[src/rtl/sar_adc_ctrl_mc.sv]
`default_nettype none
// ============================================================================
// sar_adc_ctrl_mc : multi-channel SAR ADC controller with channel scanning,
//                   power-of-two averaging and a valid/ready result port.
// Revision 1.0 - initial release
// ============================================================================
module sar_adc_ctrl_mc #(
    parameter int RESOLUTION    = 8,
    parameter int NUM_CH        = 4,
    parameter int SAMPLE_CYCLES = 2,
    parameter int AVG_MAX       = 3,
    parameter int DAC_INV       = 0,
    localparam int CW  = (AVG_MAX < 1) ? 1 : $clog2(AVG_MAX + 1),
    localparam int CHW = (NUM_CH < 2) ? 1 : $clog2(NUM_CH)
) (
    input  logic                  clk_i,
    input  logic                  rst_ni,
    input  logic                  start_i,
    input  logic [NUM_CH-1:0]     ch_mask_i,
    input  logic [CW-1:0]         avg_log2_i,
    input  logic                  cont_i,
    input  logic                  comp_i,
    output logic                  sample_o,
    output logic [CHW-1:0]        ch_sel_o,
    output logic [RESOLUTION-1:0] dac_o,
    output logic                  valid_o,
    input  logic                  ready_i,
    output logic [RESOLUTION-1:0] result_o,
    output logic [CHW-1:0]        result_ch_o,
    output logic                  busy_o,
    output logic                  done_o
);

    localparam int KW   = $clog2(RESOLUTION);
    localparam int SCW  = (SAMPLE_CYCLES < 2) ? 1 : $clog2(SAMPLE_CYCLES);
    localparam int CNTW = AVG_MAX + 1;
    localparam int AW   = RESOLUTION + AVG_MAX;

    typedef enum logic [2:0] {
        S_IDLE    = 3'd0,
        S_SAMPLE  = 3'd1,
        S_CONVERT = 3'd2,
        S_ACCUM   = 3'd3,
        S_OUTPUT  = 3'd4
    } state_t;

    state_t                state_q, state_d;
    logic [NUM_CH-1:0]     mask_q, mask_d;
    logic [CW-1:0]         avg_q, avg_d;
    logic [CHW-1:0]        ch_q, ch_d;
    logic [RESOLUTION-1:0] code_q, code_d;
    logic [KW-1:0]         bit_q, bit_d;
    logic [SCW-1:0]        scnt_q, scnt_d;
    logic [CNTW-1:0]       cnt_q, cnt_d;
    logic [AW-1:0]         acc_q, acc_d;
    logic [RESOLUTION-1:0] result_q, result_d;
    logic [CHW-1:0]        rch_q, rch_d;
    logic                  done_q, done_d;

    logic [AW-1:0]         acc_sum;
    logic [CNTW-1:0]       cnt_inc;
    logic [NUM_CH-1:0]     above;
    logic                  has_next;

    function automatic logic [CHW-1:0] lowest_ch(input logic [NUM_CH-1:0] m);
        lowest_ch = '0;
        for (int i = NUM_CH - 1; i >= 0; i--) begin
            if (m[i]) lowest_ch = CHW'(i);
        end
    endfunction

    // Channels of the latched mask strictly above the current one.
    always_comb begin
        above = '0;
        for (int i = 0; i < NUM_CH; i++) begin
            above[i] = mask_q[i] && (i > int'(ch_q));
        end
    end

    assign has_next = |above;
    assign acc_sum  = acc_q + AW'(code_q);
    assign cnt_inc  = cnt_q + CNTW'(1);

    always_comb begin
        state_d  = state_q;
        mask_d   = mask_q;
        avg_d    = avg_q;
        ch_d     = ch_q;
        code_d   = code_q;
        bit_d    = bit_q;
        scnt_d   = scnt_q;
        cnt_d    = cnt_q;
        acc_d    = acc_q;
        result_d = result_q;
        rch_d    = rch_q;
        done_d   = 1'b0;

        case (state_q)
            S_IDLE: begin
                if (start_i && (|ch_mask_i)) begin
                    mask_d = ch_mask_i;
                    if (int'(avg_log2_i) > AVG_MAX) avg_d = CW'(AVG_MAX);
                    else                            avg_d = avg_log2_i;
                    ch_d    = lowest_ch(ch_mask_i);
                    acc_d   = '0;
                    cnt_d   = '0;
                    scnt_d  = '0;
                    code_d  = '0;
                    state_d = S_SAMPLE;
                end
            end

            S_SAMPLE: begin
                if (scnt_q == SCW'(SAMPLE_CYCLES - 1)) begin
                    scnt_d                 = '0;
                    code_d                 = '0;
                    code_d[RESOLUTION-1]   = 1'b1;
                    bit_d                  = KW'(RESOLUTION - 1);
                    state_d                = S_CONVERT;
                end else begin
                    scnt_d = scnt_q + SCW'(1);
                end
            end

            // Comparator high means the trial level overshoots the input.
            S_CONVERT: begin
                if (comp_i) code_d[bit_q] = 1'b0;
                if (bit_q != '0) begin
                    code_d[bit_q - KW'(1)] = 1'b1;
                    bit_d                  = bit_q - KW'(1);
                end else begin
                    state_d = S_ACCUM;
                end
            end

            S_ACCUM: begin
                if (cnt_inc < (CNTW'(1) << avg_q)) begin
                    acc_d   = acc_sum;
                    cnt_d   = cnt_inc;
                    code_d  = '0;
                    state_d = S_SAMPLE;
                end else begin
                    result_d = RESOLUTION'(acc_sum >> avg_q);
                    rch_d    = ch_q;
                    acc_d    = '0;
                    cnt_d    = '0;
                    state_d  = S_OUTPUT;
                end
            end

            // Holding here while the consumer stalls keeps the front end idle.
            S_OUTPUT: begin
                if (ready_i) begin
                    code_d = '0;
                    if (has_next) begin
                        ch_d    = lowest_ch(above);
                        state_d = S_SAMPLE;
                    end else if (cont_i) begin
                        ch_d    = lowest_ch(mask_q);
                        state_d = S_SAMPLE;
                    end else begin
                        done_d  = 1'b1;
                        state_d = S_IDLE;
                    end
                end
            end

            default: state_d = S_IDLE;
        endcase
    end

    always_ff @(posedge clk_i or negedge rst_ni) begin
        if (!rst_ni) begin
            state_q  <= S_IDLE;
            mask_q   <= '0;
            avg_q    <= '0;
            ch_q     <= '0;
            code_q   <= '0;
            bit_q    <= '0;
            scnt_q   <= '0;
            cnt_q    <= '0;
            acc_q    <= '0;
            result_q <= '0;
            rch_q    <= '0;
            done_q   <= 1'b0;
        end else begin
            state_q  <= state_d;
            mask_q   <= mask_d;
            avg_q    <= avg_d;
            ch_q     <= ch_d;
            code_q   <= code_d;
            bit_q    <= bit_d;
            scnt_q   <= scnt_d;
            cnt_q    <= cnt_d;
            acc_q    <= acc_d;
            result_q <= result_d;
            rch_q    <= rch_d;
            done_q   <= done_d;
        end
    end

    assign sample_o    = (state_q == S_SAMPLE);
    assign valid_o     = (state_q == S_OUTPUT);
    assign busy_o      = (state_q != S_IDLE);
    assign ch_sel_o    = ch_q;
    assign result_o    = result_q;
    assign result_ch_o = rch_q;
    assign done_o      = done_q;

    generate
        if (DAC_INV != 0) begin : g_dac_inv
            assign dac_o = ~code_q;
        end else begin : g_dac_direct
            assign dac_o = code_q;
        end
    endgenerate

endmodule
`default_nettype wire

[config.mk]
export PLATFORM = sky130hd
export DESIGN_NAME = sar_adc_ctrl_mc
export DESIGN_NICKNAME = d
export VERILOG_FILES = /design/src/rtl/sar_adc_ctrl_mc.sv
export SDC_FILE = /design/constraint.sdc
export NUM_CORES = 1
export LEC_CHECK = 0
export CORE_MARGIN = 2
export CORE_UTILIZATION = 45
export CTS_CLUSTER_DIAMETER = 150
export DETAILED_ROUTE_END_ITERATION = 10
export PLACE_DENSITY = 0.72
export SKIP_LAST_GASP = 1
export SYNTH_ARGS = -nofsm -noshare
export SYNTH_HDL_FRONTEND = slang
export SYNTH_SLANG_ARGS = --single-unit
[constraint.sdc]
create_clock -name clk_i -period 2.85 [get_ports clk_i]
set_clock_uncertainty 0.2 [all_clocks]
set_input_delay 0.7125 -clock clk_i [delete_from_list [all_inputs] [get_ports clk_i]]
set_output_delay 0.7125 -clock clk_i [all_outputs]
set_load 0.005 [all_outputs]
Word level (Yosys, flattened, before mapping)
Index checks and enable logic that the tools add are counted.
Widths: inputs -> output; s select.
{ "word_totals": {"ff_bits": 49} }
{ "classes": {"n_lt_le_gt_ge": 8, "n_bitwise": 4, "muxes": 52, "add_sub_neg": 4, "n_reduce_logical": 24, "eq_ne": 11, "shifts": 2} }
{ "ops": {"columns": ["op", "count"], "rows": [
  ["$mux 8", 7],
  ["$pmux 8 s5", 1],
  ["$mux 2", 15],
  ["$mux 11", 2],
  ["$pmux 11 s2", 1],
  ["$mux 3", 7],
  ["$pmux 3 s5", 1],
  ["$add 11x8->11", 1],
  ["$shr 11x2->8", 1],
  ["$mux 1", 10],
  ["$and 8x8->8", 1],
  ["$lt 3x4->1 const B", 2],
  ["$mux 4", 2],
  ["$ne 2x2->1 const B", 4],
  ["$not 8->8", 1],
  ["$or 8x8->8", 1],
  ["$pmux 4 s2", 1],
  ["$reduce_and 2->1", 4],
  ["$reduce_and 4->1", 2],
  ["$reduce_bool 2->1", 4],
  ["$demux 1 s3", 2],
  ["$eq 3x2->1 const B", 2],
  ["$ge 3x1->1 const B", 2],
  ["$logic_and 1x1->1", 6],
  ["other kinds (22)", 25]
]} }

Longest topological paths before layout
Gate-level depths: netlist of run 1.
{ "logic_depth": {"ltp_word": 11, "ltp_mapped": 10} }

Worst setup path after synthesis of run 1
No wires, ideal clock.
{ "synth_timing": {"path_type": "register to register", "startpoint": "reg avg_q[0]", "endpoint": "reg rch_q[1] (netlist: result_ch_o[1])", "arrival_time_ns": 2.117, "path_buffers": 2, "stages_incl_launch_ff": 9, "slack_ns": 0.408, "period_less_slack_ns": 2.442, "required_ns": 2.525, "cell_sequence": "dfrtp_1 > buf_1 > nand2_1 > ha_1 > o21ai_0 > o21ai_1 > nand2_1 > buf_2 > mux2_2"} }
{ "synth_via": {"elab_chain_len": 4} }
{ "synth_lines": {"columns": ["element", "line", "source"], "rows": [
  ["start: declaration", "49", "logic [CW-1:0] avg_q, avg_d;"],
  ["start signal: assignment", "189", "avg_q <= avg_d;"],
  ["$shl 1x2->4", "137", "if (cnt_inc < (CNTW'(1) << avg_q)) begin"],
  ["$lt 4x4->1", "137", null],
  ["$not 1->1 (no source line)", null, null],
  ["$reduce_and 2->1 (no source line)", null, null],
  ["end signal: assignment", "197", "rch_q <= rch_d;"],
  ["end: declaration", "57", "logic [CHW-1:0] rch_q, rch_d;"]
]} }
No other way between the ends.
A chain may end at the register's enable or synchronous reset.

Worst setup path in the final report of run 1
{ "layout_timing": {"startpoint": "reg state_q[0]", "endpoint": "out sample_o"} }
{ "layout_via": {"elab_chain_len": 1} }
{ "layout_lines": {"columns": ["element", "line", "source"], "rows": [
  ["start: declaration", "47", "state_t state_q, state_d;"],
  ["start signal: assignment", "187", "state_q <= state_d;"],
  ["$eq 3x1->1", "202", "assign sample_o = (state_q == S_SAMPLE);"],
  ["end: declaration", "23", "output logic sample_o,"]
]} }
No other way between the ends.

==> flow_summary.json, run 1 <==
{
  "status": "complete, no violations",
  "cts-hold-fix-buffers": 0,
  "path_class": "register to output pin",
  "r2r_start": "dac_o[0]",
  "port_buffers": 35,
  "seq_power_share": 0.345,
  "area_growth_pct": 19.97,
  "rr_worst_depth": 8,
  "ys_seq_area_frac": 0.3969,
  "layout.nets": 412,
  "drc": 0,
  "die_w_um": 86.86,
  "n_antenna_cell": 0,
  "vias_per_cell": 5.796,
  "ff2ff_setup_slack_ps": 190,
  "p_sw_mw": 1.505,
  "seq_area_um2": 1227,
  "crit_required_ps": 1940,
  "p_int_mw": 2.039,
  "cpLargestDelayFamily": "buffers and inverters",
  "p_clk_frac": 0.118,
  "num_io_pins": 36,
  "grt_pass1_wl_mm": 12.39,
  "synth_edf_count": 0,
  "drt-wirelength-per-cell_um": 15.56,
  "n_fill_cell": 611,
  "finalCriticalPeriod_ps": 2740,
  "p_leak_nw": 1.731,
  "cts_tree": "built",
  "synth_area_leaders": "dfrtp_1 40%, o21ai_0 5.8%, ha_1 5.7%",
  "die_h_um": 86.86,
  "grt_max_degree": 50,
  "routed.top_layer": "met4",
  "synth_xor_area_frac": 0.02268,
  "fmax_ghz": 0.3649,
  "antenna_found_initial": 0,
  "hold_path_class": "input pin to asynchronous set/reset pin",
  "multi_input_area_um2": 1758,
  "die_area_um2": 7544,
  "clock-sinks": 49,
  "power_mw": 3.543,
  "combPwrFrac": 0.537,
  "core_um2": 6719,
  "cp_slowest_cell": "clkdlybuf4s50_1",
  "syn_area_um2": 3089,
  "synth_compound_area_frac": 0.2620,
  "drt_wl_total_mm": 7.251,
  "worstPathArrival_ps": 1830,
  "yosysWarnings": 0,
  "first_pass_iters": 4,
  "ys.flop_type": "dfrtp_1",
  "gp_congestion": 0.8651,
  "synth_common_cells": "49 x dfrtp_1, 36 x o21ai_0, 31 x nand2_1",
  "rsz0062_at_grt": "false",
  "cts-root-buf": "clkbuf_8",
  "synth_nets": 366,
  "async_flop_share": 1.000,
  "stdcell_count": 466,
  "muxShareOfSynthArea": 0.05589,
  "synth_most_common_cell": "dfrtp_1",
  "clkTransAtPathRegs_ps": 90,
  "p_per_area_nw_per_um2": 956.1,
  "synth_top_family_by_area": "compound AO/OA/AOI/OAI gates",
  "cts_made_buffers": 5,
  "clk_latency_ps": 310,
  "first_global_vias": 2633,
  "cts.htree.levels": 2,
  "track_usage": 0.2046,
  "slowest_delay_ps": 510,
  "synth_fa_ha_area_frac": 0.06318,
  "start_util": 0.4598,
  "met2WireLength_mm": 3.454,
  "drv_slew": 0,
  "postRouteAntennaNets": 0,
  "cts_buffer_depth": 2,
  "yosysUniqueCellTypes": 55,
  "worst_hold_slack_ps": 288.3,
  "fin_crit_sh": 0.9614,
  "dp.cells": 458,
  "cp-start-kind": "register",
  "grt_overflow": 0,
  "setup-tns-final_ps": 0,
  "syn_area_per_cell_um2": 9.113,
  "finish.instance_area_um2": 3706,
  "yosys.area.top_type_share": 0.3969,
  "slew_headroom": 0.5919,
  "drt_iter0_drc": 158,
  "path_cells": "inv_1 > or3_1 > inv_1 > clkdlybuf4s50_1",
  "cp-end-kind": "output pin",
  "r2r-end": "result_o[5]",
  "critPathLaunch": "state_q[0]",
  "setup_viol": 0,
  "drive_above_1_share": 0.1166,
  "yosys.area_share.simple": 0.1636,
  "worst-path-max-fanout": 6,
  "dr_wl_met3_um": 242,
  "crit_top_cell": "inv_1",
  "dpl.hpwl_mm": 5.424,
  "m1WireLength_mm": 3.498,
  "drv_cap": 0,
  "fp-row-count": 30,
  "vdd_drop_max_v": 0.0005026,
  "switching_share": 0.4247,
  "vias": 2701,
  "synthCells": 339,
  "postCtsSetupBuffers": 0,
  "critPathBufInv": 3,
  "tightest_slew_ps": 612.1,
  "ys_ff_latch": 49,
  "post-synth-top-area-cell": "dfrtp_1",
  "placed_cell_area_um2": 3613,
  "hold_viol": 0
}
worst max path at each step:
stage | endpoint | cells after the start | slack [ps]
after floorplan | result_ch_o[1] | 8 | 410
after global placement | ch_sel_o[1] | 5 | 20
after detailed placement | ch_sel_o[0] | 5 | 0.2
after CTS | sample_o | 4 | 50
after global routing | sample_o | 4 | 6
final | sample_o | 4 | 110
state kept, by name (all words and copies together), names as in the netlist:
register	cells
done_o	1
scnt_q	1
result_o	8
state_q	3
acc_q	11
ch_sel_o	2
result_ch_o	2
cnt_q	4
bit_q	3
mask_q	4
avg_q	2
dac_o	8
logic make-up after synthesis:
| kind of cell | count (synthesis) |
|---|---|
| xor+xnor | 8 |
| simple gates | 102 |
| compound gates | 123 |
| fa+ha+maj | 15 |
| flops | 49 |
| mux | 16 |
| buf+inv | 26 |
power groups by stage:
stage | Sequential [mW] | Clock (mW) | Combinational [mW]
6_report | 1.22 | 0.417 | 1.90
4_1_cts | 1.22 | 0.429 | 1.90
2_1_floorplan | 1.11 | 0 | 1.28
3_3_place_gp | 1.22 | 0 | 1.86
3_5_place_dp | 1.23 | 0 | 1.89
5_1_grt | 1.26 | 0.456 | 2.13
area by class of cell:
type	count	area share
multi-input combinational	264	0.4743
sequential	49	0.3312
timing repair buffer	52	0.1310
clock buffer	6	0.01958
clock inverter	2	0.003714
tap	80	0.02701
inverter	13	0.01317
stage by stage:
stage	setup WS (ps)	utilization
after floorplan	408.5	-
after global placement	18.58	0.5378
after detailed placement	0.1572	0.5378
after CTS	52.25	0.5507
after global routing	5.853	0.5516
final	109.9	0.5516
placed cells by master (no fill, tap or decap), types with 6 or more instances in the layout:
cell type / netlist / routed
o21ai_0: 36 / 36
buf_4: 2 / 16
nor2b_1: 6 / 6
a21o_1: 11 / 11
clkdlybuf4s50_1: 0 / 34
inv_1: 12 / 12
a22o_1: 11 / 11
a21oi_1: 29 / 29
ha_1: 14 / 14
nand3_1: 6 / 6
dfrtp_1: 49 / 48
mux2_2: 10 / 10
mux2i_1: 6 / 6
nand2_1: 31 / 31
nor2_1: 27 / 27
xnor2_1: 6 / 6
what timing repair did:
item                                    CTS  global route
gates resized for setup                   0             2
endpoints found under the hold margin     0             0
endpoints found under the setup margin    0             2
metal layers:
layer | vias to the layer above | global-route usage
met2 | 54 | 0.3262
met5 | - | 0
li1 | 1345 | -
met3 | 7 | 0.04455
met1 | 1295 | 0.2890
met4 | 0 | 0.03977
worst register-to-register path, stage by stage (launching register included):
cell	delay, ps
dfrtp_1	390
ha_1	250
fa_1	480
a211oi_2	270
o21a_1	240
xnor2_1	140
mux2i_1	220
nor3_1	80
a211o_1	280
Note: power is estimated with default switching activity, not from simulation.
==> run 2, diff against run 1 <==
- CELL_PAD_IN_SITES_DETAIL_PLACEMENT: default -> 2
- CELL_PAD_IN_SITES_GLOBAL_PLACEMENT: default -> 2
- CORE_UTILIZATION: 45 -> 35
- PLACE_DENSITY: 0.72 -> 0.86
==> run 2 against run 1 <==
Effect of this change: register-to-register slack got worse by 90 ps; flip-flop and latch count is the same; global-route usage increased by 1.3 points; via count is 5.2% higher; hold slack got worse by 190 ps; critical path depth down 1; clock power rose by 30%; final cell count increased by 6.4%; final area increased by 2.7%; non-clock buffer count up 2; critical path type unchanged; largest cell class unchanged; largest power group unchanged; highest routed layer unchanged.
==> flow_summary.json, run 2 (synthesis gave the netlist of run 1 again) <==
{
  "largest_reg_flops": 11,
  "drt-wirelength-per-cell_um": 20.49,
  "fmax_ghz": 0.3613,
  "drc": 0,
  "grt_max_degree": 21,
  "n_fill_cell": 961,
  "area_growth_pct": 23.25,
  "p_int_mw": 2.171,
  "drive_above_1_share": 0.1263,
  "tightest_slew_ps": 487.1,
  "vdd_drop_max_v": 0.0004962,
  "status": "complete, no violations",
  "hold_viol": 0,
  "dpl.hpwl_mm": 7.647,
  "die_area_um2": 9594,
  "track_usage": 0.2172,
  "drv_cap": 0,
  "final_cell_mix": "49 x dfrtp_1, 36 x o21ai_0, 34 x clkdlybuf4s50_1, 30 x nand2_1, 29 x a21oi_1",
  "fp-row-count": 34,
  "crit_required_ps": 1940,
  "worst_hold_slack_ps": 97.03,
  "layout_commonest_cell": "dfrtp_1",
  "p_leak_nw": 1.758,
  "path_cells": "or3_4 > inv_1 > clkdlybuf4s50_1",
  "switching_share": 0.4385,
  "power_mw": 3.866,
  "drt_wl_total_mm": 10.16,
  "core_um2": 8636,
  "vias": 2842,
  "postRouteAntennaNets": 0,
  "grt_pass1_wl_mm": 16.85,
  "clkTransAtPathRegs_ps": 100,
  "cp-start-kind": "register",
  "slew_headroom": 0.6733,
  "n_antenna_cell": 0,
  "hold_path_class": "input pin to asynchronous set/reset pin",
  "cts_made_buffers": 5,
  "setup_viol": 0,
  "antenna_found_initial": 0,
  "worst-path-max-fanout": 9,
  "vias_per_cell": 5.730,
  "top_register": "acc_q",
  "placed_cell_area_um2": 3669,
  "drt_iter0_drc": 62,
  "cp_slowest_cell": "clkdlybuf4s50_1",
  "finish.instance_area_um2": 3807,
  "gp_congestion": 0.7759,
  "cp-end-kind": "output pin",
  "stdcell_count": 496,
  "clock-sinks": 49,
  "p_clk_frac": 0.141,
  "finalCriticalPeriod_ps": 2768,
  "num_io_pins": 36,
  "start_util": 0.3577,
  "seq_area_um2": 1226,
  "port_buffers": 35,
  "seq_power_share": 0.313,
  "grt_overflow": 0,
  "rsz0062_at_grt": "false",
  "cts_buffer_depth": 2,
  "cts-root-buf": "clkbuf_8",
  "worstPathArrival_ps": 1860,
  "slowest_delay_ps": 520,
  "layout.nets": 414,
  "first_pass_iters": 4,
  "die_h_um": 97.95,
  "drv_slew": 0,
  "cts_tree": "built",
  "ff2ff_setup_slack_ps": 100,
  "first_global_vias": 3205,
  "p_per_area_nw_per_um2": 1016,
  "dp.cells": 487,
  "p_sw_mw": 1.695,
  "fin_crit_sh": 0.9712,
  "fin_util": 0.4409,
  "cts.htree.levels": 2,
  "combPwrFrac": 0.546,
  "clk_latency_ps": 310,
  "path_class": "register to output pin",
  "multi_input_area_um2": 1768,
  "die_w_um": 97.95
}
## run 2: area by class of cell
type                    instances  share of cell area
multi-input cells             264              0.4643
flip-flops and latches         49              0.3221
repair buffers                 54              0.1347
well taps                     108             0.03549
clock buffers                   7             0.02268
inverters                      13             0.01282
clock inverters                 1            0.007887
## run 2: metrics by stage
stage                     setup TNS (ps)  setup slack, ps
final                                  0            82.21
after global placement                 0            53.07
after global routing                   0            10.11
after floorplan                        0            408.5
after CTS                              0            14.12
after detailed placement          -260.8           -82.16
## run 2: per-layer routing
metal | vias to the layer above | part of all wire | track usage
li1 | 1342 | - | -
met1 | 1449 | 0.45 | 0.2839
met2 | 36 | 0.51 | 0.3788
met3 | 15 | 0.017 | 0.02720
met4 | 0 | 0.014 | 0.06090
met5 | - | 0 | 0
## run 2: worst max-delay path, delay by kind of cell (launching register included)
kind                   cells  cell delay, ps
buffers and inverters      2             640
flip-flops                 1             480
AND/OR/NAND/NOR            1             440
## run 2: path summary, 6_finish.rpt
path                              from           to  cells after the start
setup / recovery            state_q[1]     sample_o                      3
hold / removal                  rst_ni  result_o[6]                      1
setup reg to reg              dac_o[0]  result_o[4]                      7
hold reg to reg            result_o[6]  result_o[6]                      1
max in group asynchronous       rst_ni  result_o[0]                      2
min in group clk_i         result_o[6]  result_o[6]                      1
## run 2: power by group through the flow
| stage | logic (mW) | clock network, mW | registers [mW] |
|---|---|---|---|
| 6_report | 2.11 | 0.544 | 1.21 |
| 2_1_floorplan | 1.28 | 0 | 1.11 |
| 3_5_place_dp | 2.06 | 0 | 1.23 |
| 5_1_grt | 2.33 | 0.589 | 1.25 |
| 3_3_place_gp | 1.93 | 0 | 1.21 |
| 4_1_cts | 2.11 | 0.556 | 1.21 |
## run 2: repair_timing
action                                 CTS  global route
setup endpoints to repair                1             6
hold buffers                             0             0
endpoints found under the hold margin    0             0
gates resized for setup                  0             4
setup buffers                            1             0
